===== src/rtl/unified_mem_arbiter.sv =====
// Shares one single-port synchronous memory between the fetch and data paths.
// Optional `ARB_ROUND_ROBIN_EN` selects round-robin arbitration instead of data-first fixed priority.
module unified_mem_arbiter #(
  parameter int ADDR_W  = 32,
  parameter int DATA_W  = 32,
  parameter int MEM_LAT = 1
) (
  input  logic              CLK,
  input  logic              RST,
  input  logic              i_req,
  input  logic [ADDR_W-1:0] i_addr,
  output logic              i_gnt,
  output logic              i_valid,
  output logic [DATA_W-1:0] i_rdata,
  input  logic              d_req,
  input  logic              d_we,
  input  logic [ADDR_W-1:0] d_addr,
  input  logic [DATA_W-1:0] d_wdata,
  output logic              d_gnt,
  output logic              d_valid,
  output logic [DATA_W-1:0] d_rdata,
  output logic              m_en,
  output logic              m_we,
  output logic [ADDR_W-1:0] m_addr,
  output logic [DATA_W-1:0] m_wdata,
  input  logic [DATA_W-1:0] m_rdata,
  output logic              busy
);

  typedef enum logic {
    S_IDLE,
    S_WAIT
  } state_t;

  localparam logic [1:0] CNT_INIT = 2'(MEM_LAT - 1);

  state_t            state_q, state_d;
  logic [1:0]        cnt_q, cnt_d;
  logic              own_data_q, own_data_d;
  logic              op_we_q, op_we_d;
  logic [ADDR_W-1:0] m_addr_q, m_addr_d;
  logic [DATA_W-1:0] m_wdata_q, m_wdata_d;
  logic [DATA_W-1:0] i_rdata_q, i_rdata_d;
  logic [DATA_W-1:0] d_rdata_q, d_rdata_d;
  logic              pick_data;

`ifdef ARB_ROUND_ROBIN_EN
  // Set when the data port should win the next contested arbitration.
  logic rr_data_q, rr_data_d;
  assign pick_data = d_req && (!i_req || rr_data_q);
`else
  assign pick_data = d_req;
`endif

  always_comb begin
    state_d    = state_q;
    cnt_d      = cnt_q;
    own_data_d = own_data_q;
    op_we_d    = op_we_q;
    m_addr_d   = m_addr_q;
    m_wdata_d  = m_wdata_q;
    i_rdata_d  = i_rdata_q;
    d_rdata_d  = d_rdata_q;
`ifdef ARB_ROUND_ROBIN_EN
    rr_data_d  = rr_data_q;
`endif
    i_gnt      = 1'b0;
    d_gnt      = 1'b0;
    i_valid    = 1'b0;
    d_valid    = 1'b0;
    m_en       = 1'b0;
    m_we       = 1'b0;
    busy       = 1'b0;
    m_addr     = m_addr_q;
    m_wdata    = m_wdata_q;
    i_rdata    = i_rdata_q;
    d_rdata    = d_rdata_q;

    case (state_q)
      S_IDLE: begin
        // Grants are suppressed while reset is asserted.
        if (RST && (i_req || d_req)) begin
          m_en = 1'b1;
          if (pick_data) begin
            d_gnt   = 1'b1;
            m_we    = d_we;
            m_addr  = d_addr;
            m_wdata = d_wdata;
          end else begin
            i_gnt   = 1'b1;
            m_addr  = i_addr;
          end
          m_addr_d   = m_addr;
          m_wdata_d  = m_wdata;
          own_data_d = pick_data;
          op_we_d    = pick_data && d_we;
          cnt_d      = CNT_INIT;
          state_d    = S_WAIT;
`ifdef ARB_ROUND_ROBIN_EN
          if (i_req && d_req) begin
            rr_data_d = !pick_data;
          end
`endif
        end
      end

      S_WAIT: begin
        busy = 1'b1;
        if (cnt_q == 2'd0) begin
          state_d = S_IDLE;
          if (RST) begin
            if (own_data_q) begin
              d_valid = 1'b1;
              if (!op_we_q) begin
                d_rdata   = m_rdata;
                d_rdata_d = m_rdata;
              end
            end else begin
              i_valid   = 1'b1;
              i_rdata   = m_rdata;
              i_rdata_d = m_rdata;
            end
          end
        end else begin
          cnt_d = cnt_q - 2'd1;
        end
      end

      default: state_d = S_IDLE;
    endcase
  end

  always_ff @(posedge CLK) begin
    if (!RST) begin
      state_q    <= S_IDLE;
      cnt_q      <= 2'd0;
      own_data_q <= 1'b0;
      op_we_q    <= 1'b0;
      m_addr_q   <= '0;
      m_wdata_q  <= '0;
      i_rdata_q  <= '0;
      d_rdata_q  <= '0;
`ifdef ARB_ROUND_ROBIN_EN
      rr_data_q  <= 1'b1;
`endif
    end else begin
      state_q    <= state_d;
      cnt_q      <= cnt_d;
      own_data_q <= own_data_d;
      op_we_q    <= op_we_d;
      m_addr_q   <= m_addr_d;
      m_wdata_q  <= m_wdata_d;
      i_rdata_q  <= i_rdata_d;
      d_rdata_q  <= d_rdata_d;
`ifdef ARB_ROUND_ROBIN_EN
      rr_data_q  <= rr_data_d;
`endif
    end
  end

endmodule


===== config.mk =====
export PLATFORM = sky130hd
export DESIGN_NAME = unified_mem_arbiter
export DESIGN_NICKNAME = d
export VERILOG_FILES = /design/src/rtl/unified_mem_arbiter.sv
export SDC_FILE = /design/constraint.sdc
export NUM_CORES = 1
export LEC_CHECK = 0
export CAP_MARGIN = 20
export CORE_MARGIN = 5
export CORE_UTILIZATION = 43
export DETAILED_ROUTE_END_ITERATION = 16
export PLACE_DENSITY_LB_ADDON = 0.08
export SLEW_MARGIN = 0
export SYNTH_ARGS = -nofsm -noshare
export SYNTH_HDL_FRONTEND = slang
export SYNTH_SLANG_ARGS = --single-unit
export TNS_END_PERCENT = 50

===== constraint.sdc =====
create_clock -name CLK -period 1.85 [get_ports CLK]
set_input_delay 0.185 -clock CLK [delete_from_list [all_inputs] [get_ports CLK]]
set_output_delay 0.185 -clock CLK [all_outputs]
set_load 0.01 [all_outputs]

# == Word-level counts from Yosys, hierarchy flattened ==
# Cells that the tools add are included.
# word_totals
regBits,133
output_inout_bits,135
# op_classes
n_reduce_logical,7
n_bitwise,1
addsub,1
n_mux,40
eq_ne,2
# op_table
cell,n
$mux W32,15
$mux W1,21
$reduce_and A2 Y1,3
$mux W2,2
$ne A2 B2 Y1 const B,2
$pmux W2 S2,1
$logic_and A1 B1 Y1,2
$logic_not A2 Y1,1
$pmux W1 S2,1
$sub A2 B1 Y2 const B,1
$logic_or A1 B1 Y1,1
$not A1 Y1,1

# == Depth between registers and ports, before layout ==
# Gate-level depths: netlist of the first run.
# depth
ltp_word,5
depth_mapped,7
depth_no_buf,5

# == Least setup slack after synthesis of the first run ==
# No wires, ideal clock.
# synth_path
path_kind,reg-to-output
start,register cnt_q[0]
end,output port i_rdata[14]
n_path_buf,2
path_stages_with_launch,8
t_required_ps,1665
slack_ps,155
t_arrival_ps,1510
path_cell_list,dfxtp_1 > inv_1 > ha_1 > nand3_2 > nor2_1 > buf_2 > buf_6 > mux2_2
# synth_between
elab_chain_cells,3
# synth_rtl
item,line,text
start: declaration,38,"logic [1:0] cnt_q, cnt_d;"
start signal: assignment,148,cnt_q <= cnt_d;
$logic_not A2 Y1,109,if (cnt_q == 2'd0) begin
$mux W32,109,
$mux W32,79,case (state_q)
end: declaration,14,"output logic [DATA_W-1:0] i_rdata,"
# Every way passes these cells.

# == Final worst setup path of the first run ==
# layout_path
start,register cnt_q[0]
end,output port d_rdata[15]
# layout_between
elab_chain_cells,3
# layout_rtl
item,line,text
$logic_not A2 Y1,109,
$mux W32,109,
$mux W32,79,
end: declaration,21,"output logic [DATA_W-1:0] d_rdata,"
# Every way passes these cells.

==> Implementation_results.wiki, run 1 <==
{| class="wikitable"
! Metric !! Value
|-
| Die Area || 16,710 µm²
|-
| WL final || 20.55 mm
|-
| Inserted Clock Buffers || 17
|-
| Most frequent standard cell in the layout excluding fill and tap cells || sky130_fd_sc_hd__clkdlybuf4s50_1
|-
| Quantity of I/O buffers inserted on ports || 267
|-
| First DRT Iteration DRCs || 245
|-
| Detailed-placement wirelength estimate || 13.05 mm
|-
| Hold Violations, Final || 0
|-
| Beginning of the worst register-to-register path || cnt_q[0]
|-
| Pin count of the biggest net entering global routing || 66
|-
| Global placer's final weighted congestion || 0.8573
|-
| Peak supply drop || 0.0006278 V
|-
| Number of global-route vias before repair || 5,965
|-
| Share of synthesized area occupied by flip-flops and latches || 0.4352
|-
| Number of storage elements in the synthesis netlist || 133
|-
| Fin Setup TNS || -25.16 ns
|-
| Setup repair after global routing missed its margin || true
|-
| Average instance area after synthesis || 10.81 µm²
|-
| Critical path peak fanout || 7
|-
| Number of flops mapped to enable cells by yosys || 0
|-
| Peak clock frequency supported by timing || 469.6 MHz
|-
| Number of failing setup endpoints in the final timing report || 130
|-
| Startpoint of the worst setup timing path || cnt_q[0]
|-
| Post-synthesis cell type count || 33
|-
| Status || finished with violations
|-
| Overflow left after global routing || 0
|-
| Final min period || 2.129 ns
|-
| Period utilisation layout || 1.151
|-
| Power Density || 753.0 nW/µm²
|-
| Rel. slew slack || 0.7900
|-
| Die outline width || 129.3 µm
|-
| Number of rows in the core area || 43
|-
| Post-synthesis async set-or-reset flop share || 0
|-
| Number of vias in the routed layout || 5,800
|-
| Max-cap check violation count || 0
|-
| Worst hold path type || in -> reg
|-
| Routed length per instance || 18.62 µm
|-
| Placeable core region || 13,930 µm²
|-
| Chip Height || 129.3 µm
|-
| Clock sink count || 133
|-
| Antenna violations before repair || 0
|-
| Detailed Routing Iterations Pass 1 || 5
|-
| Commonest non-fill, non-tap cells in the layout || sky130_fd_sc_hd__clkdlybuf4s50_1, sky130_fd_sc_hd__dfxtp_1, sky130_fd_sc_hd__buf_6
|-
| Initial core utilization || 0.4391
|-
| Violations in the final reports || negative setup slack
|-
| Via density || 5.254
|-
| Syn-to-layout area delta || 77.34%
|-
| FF-to-FF setup slack || 0.18 ns
|-
| Synth warn || 0
|-
| Final WS setup || -0.2793 ns
|-
| Insertion delay of the later-clocked pin in the worst-skew pair || 0.42 ns
|-
| Number of top-level pins || 268
|-
| Clock root buffer || sky130_fd_sc_hd__clkbuf_16
|-
| H-tree depth reported by CTS || 4
|-
| Remaining antenna violation count || 0
|-
| Data required time of the critical path || 1.66 ns
|-
| Post-synthesis instance area || 6118 µm²
|-
| N_diodes || 0
|-
| Number of buffers between clock root and the deepest sink || 2
|-
| Leading register cell type out of synthesis || sky130_fd_sc_hd__dfxtp_1
|-
| Data arrival time at the worst-slack endpoint || 1.94 ns
|-
| DRC violation count after routing || 0
|-
| Synth Net Count || 700
|-
| Total global routing track utilization || 0.2372
|-
| Crit path kind || reg -> out
|-
| Final Slew Violations || 0
|-
| Wire length of the first global-routing pass || 31.24 mm
|-
| Max Clock Skew || 0.009043 ns
|-
| CP Capture Type || output port
|-
| Clock tree from TritonCTS || built
|-
| Share of layout cells above drive strength 1 || 0.4210
|-
| Hold Startpoint || d_req
|-
| Net count, final || 1,045
|-
| Pin slew with the least headroom to its limit || 0.3150 ns
|-
| Hold Worst Slack || 0.3689 ns
|-
| Kind of start point of the critical path || flop
|-
| Post-route total power || 8171 µW
|-
| Cells after synthesis || 566
|-
| CTS clk-pin slew, worst paths || 0.06 ns
|-
| Reported leakage power || 0.005157 µW
|}
## timing repair
action                     in CTS  in global routing
gates cloned                   10                  0
pin swaps                      33                  7
hold buffers                    0                  0
setup endpoints to repair     134                132
resized for setup             736                 32
buffers inserted               27                 10
## registers in the layout, summed over array words and instances (netlist names)
signal and cells:
i_rdata_q 32, cnt_q 2, state_q 1, d_rdata_q 32
m_wdata_q 32, op_we_q 1, own_data_q 1, m_addr_q 32
## through the flow
stage,worst slack [ns],utilization,instances,area (µm²)
floorplan,0.1550,-,566,6118
global placement,-0.5412,0.6710,1032,9350
detailed placement,-0.5717,0.6710,1032,9350
CTS,-0.3572,0.7756,1099,10810
global route,-0.3474,0.7787,1104,10850
finish,-0.2793,0.7787,1104,10850
## cell type report
type	instances	area, µm²
repair buffers	375	3929
clock buffers	18	429.2
well taps	180	225.2
fillers	881	3084
flip-flops and latches	133	2669
multi-input cells	378	3423
inverters	6	22.52
clock inverters	14	152.6
## worst max-delay path, stage by stage, from the launching register on
cell,delay [ns]
sky130_fd_sc_hd__dfxtp_2,0.32
sky130_fd_sc_hd__inv_2,0.06
sky130_fd_sc_hd__ha_4,0.14
sky130_fd_sc_hd__nand3_4,0.09
sky130_fd_sc_hd__nor2_4,0.19
sky130_fd_sc_hd__buf_6,0.15
sky130_fd_sc_hd__buf_8,0.14
sky130_fd_sc_hd__mux2_4,0.31
sky130_fd_sc_hd__buf_6,0.13
## Yosys cell counts, types with 2 or more instances
master | n | area (µm²)
sky130_fd_sc_hd__a21o_1 | 65 | 488.0
sky130_fd_sc_hd__a21oi_1 | 35 | 175.2
sky130_fd_sc_hd__a22o_1 | 64 | 560.5
sky130_fd_sc_hd__and2_1 | 29 | 181.4
sky130_fd_sc_hd__and2_4 | 3 | 26.28
sky130_fd_sc_hd__buf_12 | 3 | 60.06
sky130_fd_sc_hd__buf_2 | 12 | 60.06
sky130_fd_sc_hd__buf_4 | 4 | 30.03
sky130_fd_sc_hd__buf_6 | 6 | 67.56
sky130_fd_sc_hd__clkbuf_1 | 24 | 90.09
sky130_fd_sc_hd__dfxtp_1 | 133 | 2663
sky130_fd_sc_hd__inv_1 | 6 | 22.52
sky130_fd_sc_hd__mux2_1 | 2 | 22.52
sky130_fd_sc_hd__mux2_2 | 67 | 754.5
sky130_fd_sc_hd__mux2_4 | 27 | 405.4
sky130_fd_sc_hd__nand2_1 | 34 | 127.6
sky130_fd_sc_hd__nand2b_1 | 2 | 12.51
sky130_fd_sc_hd__nand3b_1 | 32 | 240.2
sky130_fd_sc_hd__nor2_1 | 3 | 11.26
sky130_fd_sc_hd__o21a_1 | 2 | 15.01
## report_power, final
part	switching, µW	leakage [µW]	internal, µW
clock network	1320	0.000273	1990
registers	67.1	0.00109	3000
logic	690	0.00380	1100
total	2080	0.00516	6090
## kinds of logic after synthesis
kind of cell    Yosys count  share of synthesized area
buf+inv                  55                    0.05399
compound gates          171                     0.2082
simple gates            110                     0.1074
mux                      96                     0.1933
flops                   133                     0.4352
fa+ha+maj                 1                   0.002045
## worst paths after layout
kind              endpoint  cells past startpoint
max reg2reg  i_rdata_q[22]                      9
min reg2reg   m_addr_q[27]                      1
max            d_rdata[15]                      8
min               cnt_q[1]                      5
## per-layer routing
| layer | vias to the layer above | track usage | share of wire |
|---|---|---|---|
| met2 | 237 | 0.4180 | 0.51 |
| met5 | - | 0 | 0 |
| met3 | 44 | 0.07214 | 0.077 |
| li1 | 2741 | - | - |
| met1 | 2778 | 0.2697 | 0.38 |
| met4 | 0 | 0.08956 | 0.026 |
(Power assumes the default switching activity.)
==> inputs of run 2 (changes only) <==
- GPL_TIMING_DRIVEN: default -> 0
- PLACE_DENSITY: default -> 0.92
- PLACE_DENSITY_LB_ADDON: 0.08 -> default
==> run 2 against run 1 <==
Compared with the run above: the flow still finishes with violations (negative setup slack); non-clock buffer count fell by 9; global-route usage fell by 0.28 points; combinational power fell by 10%; first-iteration DRC count rose by 36%; sequential share of layout area rose by 1.4 points; die area did not move; fmax fell by 1.9%; cell area fell by 5.4%; total power fell by 6.2%; via count rose by 1.1%; worst setup slack got worse by 0.042 ns; critical endpoint is now i_rdata[27]; largest power group is now sequential cells; highest routed layer unchanged.
==> Implementation_results.wiki, run 2 (same netlist as run 1, synthesis figures left out) <==
{| class="wikitable"
! Metric !! Value
|-
| Routed length per instance || 19.28 µm
|-
| Number of rows in the core area || 43
|-
| First DRT Iteration DRCs || 334
|-
| Detailed Routing Iterations Pass 1 || 4
|-
| Peak clock frequency supported by timing || 460.7 MHz
|-
| Power Density || 747.4 nW/µm²
|-
| Net count, final || 1,037
|-
| Number of top-level pins || 268
|-
| Initial core utilization || 0.4391
|-
| Syn-to-layout area delta || 67.69%
|-
| Violations in the final reports || negative setup slack
|-
| CP Capture Type || output port
|-
| Core occupancy in the finished layout || 0.7363
|-
| Critical path peak fanout || 7
|-
| WL final || 21.11 mm
|-
| Number of vias in the routed layout || 5,866
|-
| N_diodes || 0
|-
| Inserted Clock Buffers || 17
|-
| Wire length of the first global-routing pass || 31.10 mm
|-
| FF-to-FF setup slack || 0.05 ns
|-
| Number of buffers between clock root and the deepest sink || 2
|-
| Hold Violations, Final || 0
|-
| Setup repair after global routing missed its margin || true
|-
| Clock root buffer || sky130_fd_sc_hd__clkbuf_16
|-
| Global placer's final weighted congestion || 0.7901
|-
| Worst hold path type || in -> reg
|-
| Share of layout cells above drive strength 1 || 0.3956
|-
| Period utilisation layout || 1.173
|-
| Final WS setup || -0.3208 ns
|-
| Most frequent standard cell in the layout excluding fill and tap cells || sky130_fd_sc_hd__clkdlybuf4s50_1
|-
| Crit path kind || reg -> out
|-
| Termination of the worst setup path || i_rdata[27]
|-
| Die outline width || 129.3 µm
|-
| Hold Worst Slack || 0.3512 ns
|-
| Beginning of the worst register-to-register path || cnt_q[0]
|-
| Kind of start point of the critical path || flop
|-
| Post-CTS Hold Buffers || 0
|-
| Data arrival time at the worst-slack endpoint || 1.99 ns
|-
| Worst Hold Path Cells || 4
|-
| Pin count of the biggest net entering global routing || 17
|-
| Final Slew Violations || 0
|-
| Quantity of I/O buffers inserted on ports || 266
|-
| Insertion delay of the later-clocked pin in the worst-skew pair || 0.40 ns
|-
| Worst slack, placed || -0.8309 ns
|-
| Remaining antenna violation count || 0
|-
| DRC violation count after routing || 0
|-
| Number of fillers in the final layout || 931
|-
| Placeable core region || 13,930 µm²
|-
| Die Area || 16,710 µm²
|-
| Max-cap check violation count || 0
|-
| Reported leakage power || 0.004954 µW
|-
| Overflow left after global routing || 0
|-
| Clock tree from TritonCTS || built
|-
| Commonest non-fill, non-tap cells in the layout || sky130_fd_sc_hd__clkdlybuf4s50_1, sky130_fd_sc_hd__dfxtp_1, sky130_fd_sc_hd__buf_6
|-
| Chip Height || 129.3 µm
|-
| H-tree depth reported by CTS || 4
|-
| Final min period || 2.171 ns
|-
| Endpoint of the most critical register-to-register path || i_rdata_q[29]
|-
| Clock sink count || 133
|-
| Data required time of the critical path || 1.66 ns
|-
| Max Clock Skew || 0.01007 ns
|-
| Logic depth of the worst register-to-register path || 11
|-
| Startpoint of the worst setup timing path || cnt_q[0]
|-
| Antenna violations before repair || 0
|-
| CTS clk-pin slew, worst paths || 0.05 ns
|-
| Rel. slew slack || 0.6174
|-
| Peak supply drop || 0.0006118 V
|-
| Number of failing setup endpoints in the final timing report || 124
|-
| Via density || 5.357
|-
| Total global routing track utilization || 0.2343
|-
| Number of global-route vias before repair || 6,018
|-
| Detailed-placement wirelength estimate || 13.87 mm
|-
| Status || finished with violations
|-
| Pin slew with the least headroom to its limit || 0.5712 ns
|}
[run 2: worst min path at each step]
stage | startpoint | slack, ns | to
after global routing | i_req | 0.38 | m_addr_q[1]
final | i_req | 0.35 | m_addr_q[1]
after detailed placement | m_addr_q[16] | 0.44 | m_addr_q[16]
after CTS | i_req | 0.34 | m_addr_q[1]
after global placement | m_addr_q[3] | 0.43 | m_addr_q[3]
after floorplan | m_rdata[0] | 0.32 | i_rdata_q[0]
[run 2: timing repair]
item	in CTS	in global routing
hold endpoints to repair	0	0
pin swaps	4	5
resized for setup	658	98
endpoints found under the setup margin	134	153
gates cloned	6	1
buffers inserted	31	18
[run 2: critical path: stages, from the launching register on]
cell and delay [ns]:
sky130_fd_sc_hd__dfxtp_2 0.33, sky130_fd_sc_hd__inv_2 0.07, sky130_fd_sc_hd__ha_4 0.14, sky130_fd_sc_hd__nand3_4 0.09, sky130_fd_sc_hd__nor2_4 0.14, sky130_fd_sc_hd__buf_8 0.15, sky130_fd_sc_hd__buf_8 0.15, sky130_fd_sc_hd__buf_6 0.11
sky130_fd_sc_hd__mux2_4 0.29, sky130_fd_sc_hd__buf_6 0.12
[run 2: stage by stage]
stage / total power [µW] / cells / instance area [µm²] / TNS (ns)
5_1_grt: 7962 / 1095 / 10260 / -32.52
3_3_place_gp: 4593 / 1012 / 9006 / -86.93
2_1_floorplan: 3787 / 566 / 6118 / 0
3_5_place_dp: 4622 / 1012 / 9006 / -92.47
6_report: 7668 / 1095 / 10260 / -21.80
4_1_cts: 7612 / 1079 / 9937 / -26.84
[run 2: layout make-up]
type | instances | area, µm² | area share
plain buffers | 47 | 389.1 | 0.03793
multi-input cells | 379 | 3374 | 0.3289
clock inverters | 8 | 53.80 | 0.005244
flip-flops and latches | 133 | 2669 | 0.2601
well taps | 180 | 225.2 | 0.02195
inverters | 6 | 22.52 | 0.002195
clock buffers | 23 | 467.9 | 0.04561
repair buffers | 319 | 3058 | 0.2980
[run 2: power by group]
part,leakage [µW],internal [µW],switching (µW)
combinational,0.00362,942,664
clock,0.000245,1770,1220
sequential,0.00109,3000,68.9
[run 2: per-layer routing]
layer / vias up / global-route usage / routed length (µm)
li1: 2729 / - / -
met1: 2832 / 0.2574 / 7967
met2: 244 / 0.4113 / 10660
met3: 61 / 0.06884 / 1583
met4: 0 / 0.1174 / 903
met5: - / 0 / 0
==> inputs of run 3 (changes only) <==
- CORE_ASPECT_RATIO: default -> 1.2
- CORE_MARGIN: 5 -> default
==> run 3 against run 2 <==
Compared with the run above: largest cell class unchanged; the flow still finishes with violations (negative setup slack); cell count is 2.1% lower; fmax rose by 0.78%; sequential share of layout area is 0.36 points lower; count of clock-buffer cells in the layout is 6 lower.
==> Implementation_results.wiki, run 3 (same netlist as run 1, synthesis figures left out) <==
{| class="wikitable"
! Metric !! Value
|-
| Final WS setup || -0.3041 ns
|-
| Pin count of the biggest net entering global routing || 17
|-
| Peak supply drop || 0.0009364 V
|-
| Routed length per instance || 18.27 µm
|-
| Period utilisation layout || 1.164
|-
| Net count, final || 1,022
|-
| Data required time of the critical path || 1.66 ns
|-
| Data arrival time at the worst-slack endpoint || 1.97 ns
|-
| CTS clk-pin slew, worst paths || 0.06 ns
|-
| Top delay family on crit path || buffers and inverters
|-
| Hold Violations, Final || 0
|-
| Placed cell area || 8995 µm²
|-
| Antenna violations before repair || 0
|-
| DRC violation count after routing || 0
|-
| Placeable core region || 13,820 µm²
|-
| Power Density || 793.2 nW/µm²
|-
| Worst hold path type || in -> reg
|-
| H-tree depth reported by CTS || 4
|-
| Reported leakage power || 0.004940 µW
|-
| Peak per-stage delay on the critical path || 0.32 ns
|-
| N_diodes || 0
|-
| Number of vias in the routed layout || 5,712
|-
| Fin Setup TNS || -21.44 ns
|-
| Core occupancy in the finished layout || 0.7532
|-
| Die Area || 14,710 µm²
|-
| List of cells traversed by the critical path || inv_2 -> ha_4 -> nand3_4 -> nor2_4 -> buf_6 -> buf_12 -> buf_8 -> mux2_4 -> buf_6
|-
| Total global routing track utilization || 0.2646
|-
| Rel. slew slack || 0.6689
|-
| Non-Filler Cell Area, Final || 10,410 µm²
|-
| Final Slew Violations || 0
|-
| Global placer's final weighted congestion || 0.8253
|-
| Via density || 5.328
|-
| Clock root buffer || sky130_fd_sc_hd__clkbuf_16
|-
| Insertion delay of the later-clocked pin in the worst-skew pair || 0.41 ns
|-
| Peak clock frequency supported by timing || 464.2 MHz
|-
| Syn-to-layout area delta || 70.12%
|-
| Initial core utilization || 0.4427
|-
| Clock sink count || 133
|-
| Number of global-route vias before repair || 5,952
|-
| Number of buffers between clock root and the deepest sink || 2
|-
| Clock tree from TritonCTS || built
|-
| Number of rows in the core area || 47
|-
| Crit path kind || reg -> out
|-
| Chip Height || 132.7 µm
|-
| Remaining antenna violation count || 0
|-
| Number of fillers in the final layout || 869
|-
| Post-route total power || 8256 µW
|-
| Die outline width || 110.9 µm
|-
| Inserted Clock Buffers || 17
|-
| Status || finished with violations
|-
| Final min period || 2.154 ns
|-
| Commonest non-fill, non-tap cells in the layout || sky130_fd_sc_hd__clkdlybuf4s50_1, sky130_fd_sc_hd__dfxtp_1, sky130_fd_sc_hd__buf_6
|-
| Share of layout cells above drive strength 1 || 0.3918
|-
| Violations in the final reports || negative setup slack
|-
| Setup repair after global routing missed its margin || true
|-
| Buffer and inverter count on the worst path || 5
|-
| CP Capture Type || output port
|-
| Most frequent standard cell in the layout excluding fill and tap cells || sky130_fd_sc_hd__clkdlybuf4s50_1
|-
| Wire length of the first global-routing pass || 30.77 mm
|-
| Overflow left after global routing || 0
|-
| Kind of start point of the critical path || flop
|-
| Detailed-placement wirelength estimate || 12.95 mm
|-
| Pin slew with the least headroom to its limit || 0.4967 ns
|-
| Number of top-level pins || 268
|-
| Cell with the biggest individual delay on the critical path || sky130_fd_sc_hd__dfxtp_2
|-
| Max-cap check violation count || 0
|-
| Detailed Routing Iterations Pass 1 || 4
|-
| Critical path peak fanout || 5
|-
| WL final || 19.59 mm
|-
| Number of failing setup endpoints in the final timing report || 129
|-
| First DRT Iteration DRCs || 256
|-
| Dominant cell type by count on the critical path || sky130_fd_sc_hd__buf_6
|-
| Worst slack, placed || -0.8737 ns
|-
| Max Clock Skew || 0.01034 ns
|-
| Quantity of I/O buffers inserted on ports || 266
|}
run 3: cell count changes in the layout (fill, tap and decap cells not counted), sizes merged:
| cell | change |
|---|---|
| buf | -9 |
| bufinv | +4 |
| clkbuf | -10 |
| clkdlybuf4s15 | -1 |
| clkdlybuf4s50 | -1 |
| clkinv | +1 |
| dlygate4sd2 | +3 |
| dlymetal6s2s | -2 |
| inv | +2 |
| or2 | -1 |
run 3: report_power, final:
| group | switching (µW) | internal [µW] | leakage, µW |
|---|---|---|---|
| Sequential | 67.9 | 3000 | 0.00109 |
| Combinational | 657 | 959 | 0.00356 |
| Clock | 1310 | 2260 | 0.000296 |
run 3: final timing paths:
path                              startpoint            to  slack [ns]  cells past startpoint
worst max register to register      cnt_q[0]  d_rdata_q[6]        0.14                      7
worst min-delay path                   i_req   m_addr_q[0]        0.34                      4
worst max-delay path                cnt_q[1]   d_rdata[18]       -0.30                      9
worst min register to register  m_addr_q[24]  m_addr_q[24]        0.45                      1
run 3: what timing repair did:
item,CTS,global route
gates resized for setup,753,19
cloned,6,0
setup buffers,32,3
hold buffers,0,0
pin swaps,7,2
endpoints found under the setup margin,134,152
run 3: layout make-up:
| cell class | instances | area (µm²) | share of cell area |
|---|---|---|---|
| well taps | 171 | 214.0 | 0.02056 |
| repair buffers | 304 | 3025 | 0.2907 |
| clock inverters | 15 | 203.9 | 0.01959 |
| multi-input cells | 378 | 3430 | 0.3295 |
| inverters | 6 | 22.52 | 0.002164 |
| flip-flops and latches | 133 | 2670 | 0.2565 |
| clock buffers | 17 | 425.4 | 0.04087 |
| plain buffers | 48 | 417.9 | 0.04015 |
run 3: per-layer routing:
| layer | wire length (µm) | up-vias | global-route usage |
|---|---|---|---|
| met2 | 10240 | 230 | 0.4865 |
| met1 | 7501 | 2743 | 0.2784 |
| met5 | 0 | - | 0 |
| li1 | - | 2690 | - |
| met3 | 1084 | 49 | 0.06276 |
| met4 | 767 | 0 | 0.1378 |
run 3: metrics by stage:
step,hold WS (ns),std cells
after global routing,0.3451,1072
final,0.3364,1072
after detailed placement,0.4402,1003
after floorplan,0.3176,566
after CTS,0.3193,1072
after global placement,0.4332,1003
run 3: tightest hold or removal path, delay by kind of cell:
| kind | cells | cell delay (ns) |
|---|---|---|
| buf+inv | 1 | 0.17 |
| compound gates | 2 | 0.22 |
| simple gates | 1 | 0.13 |
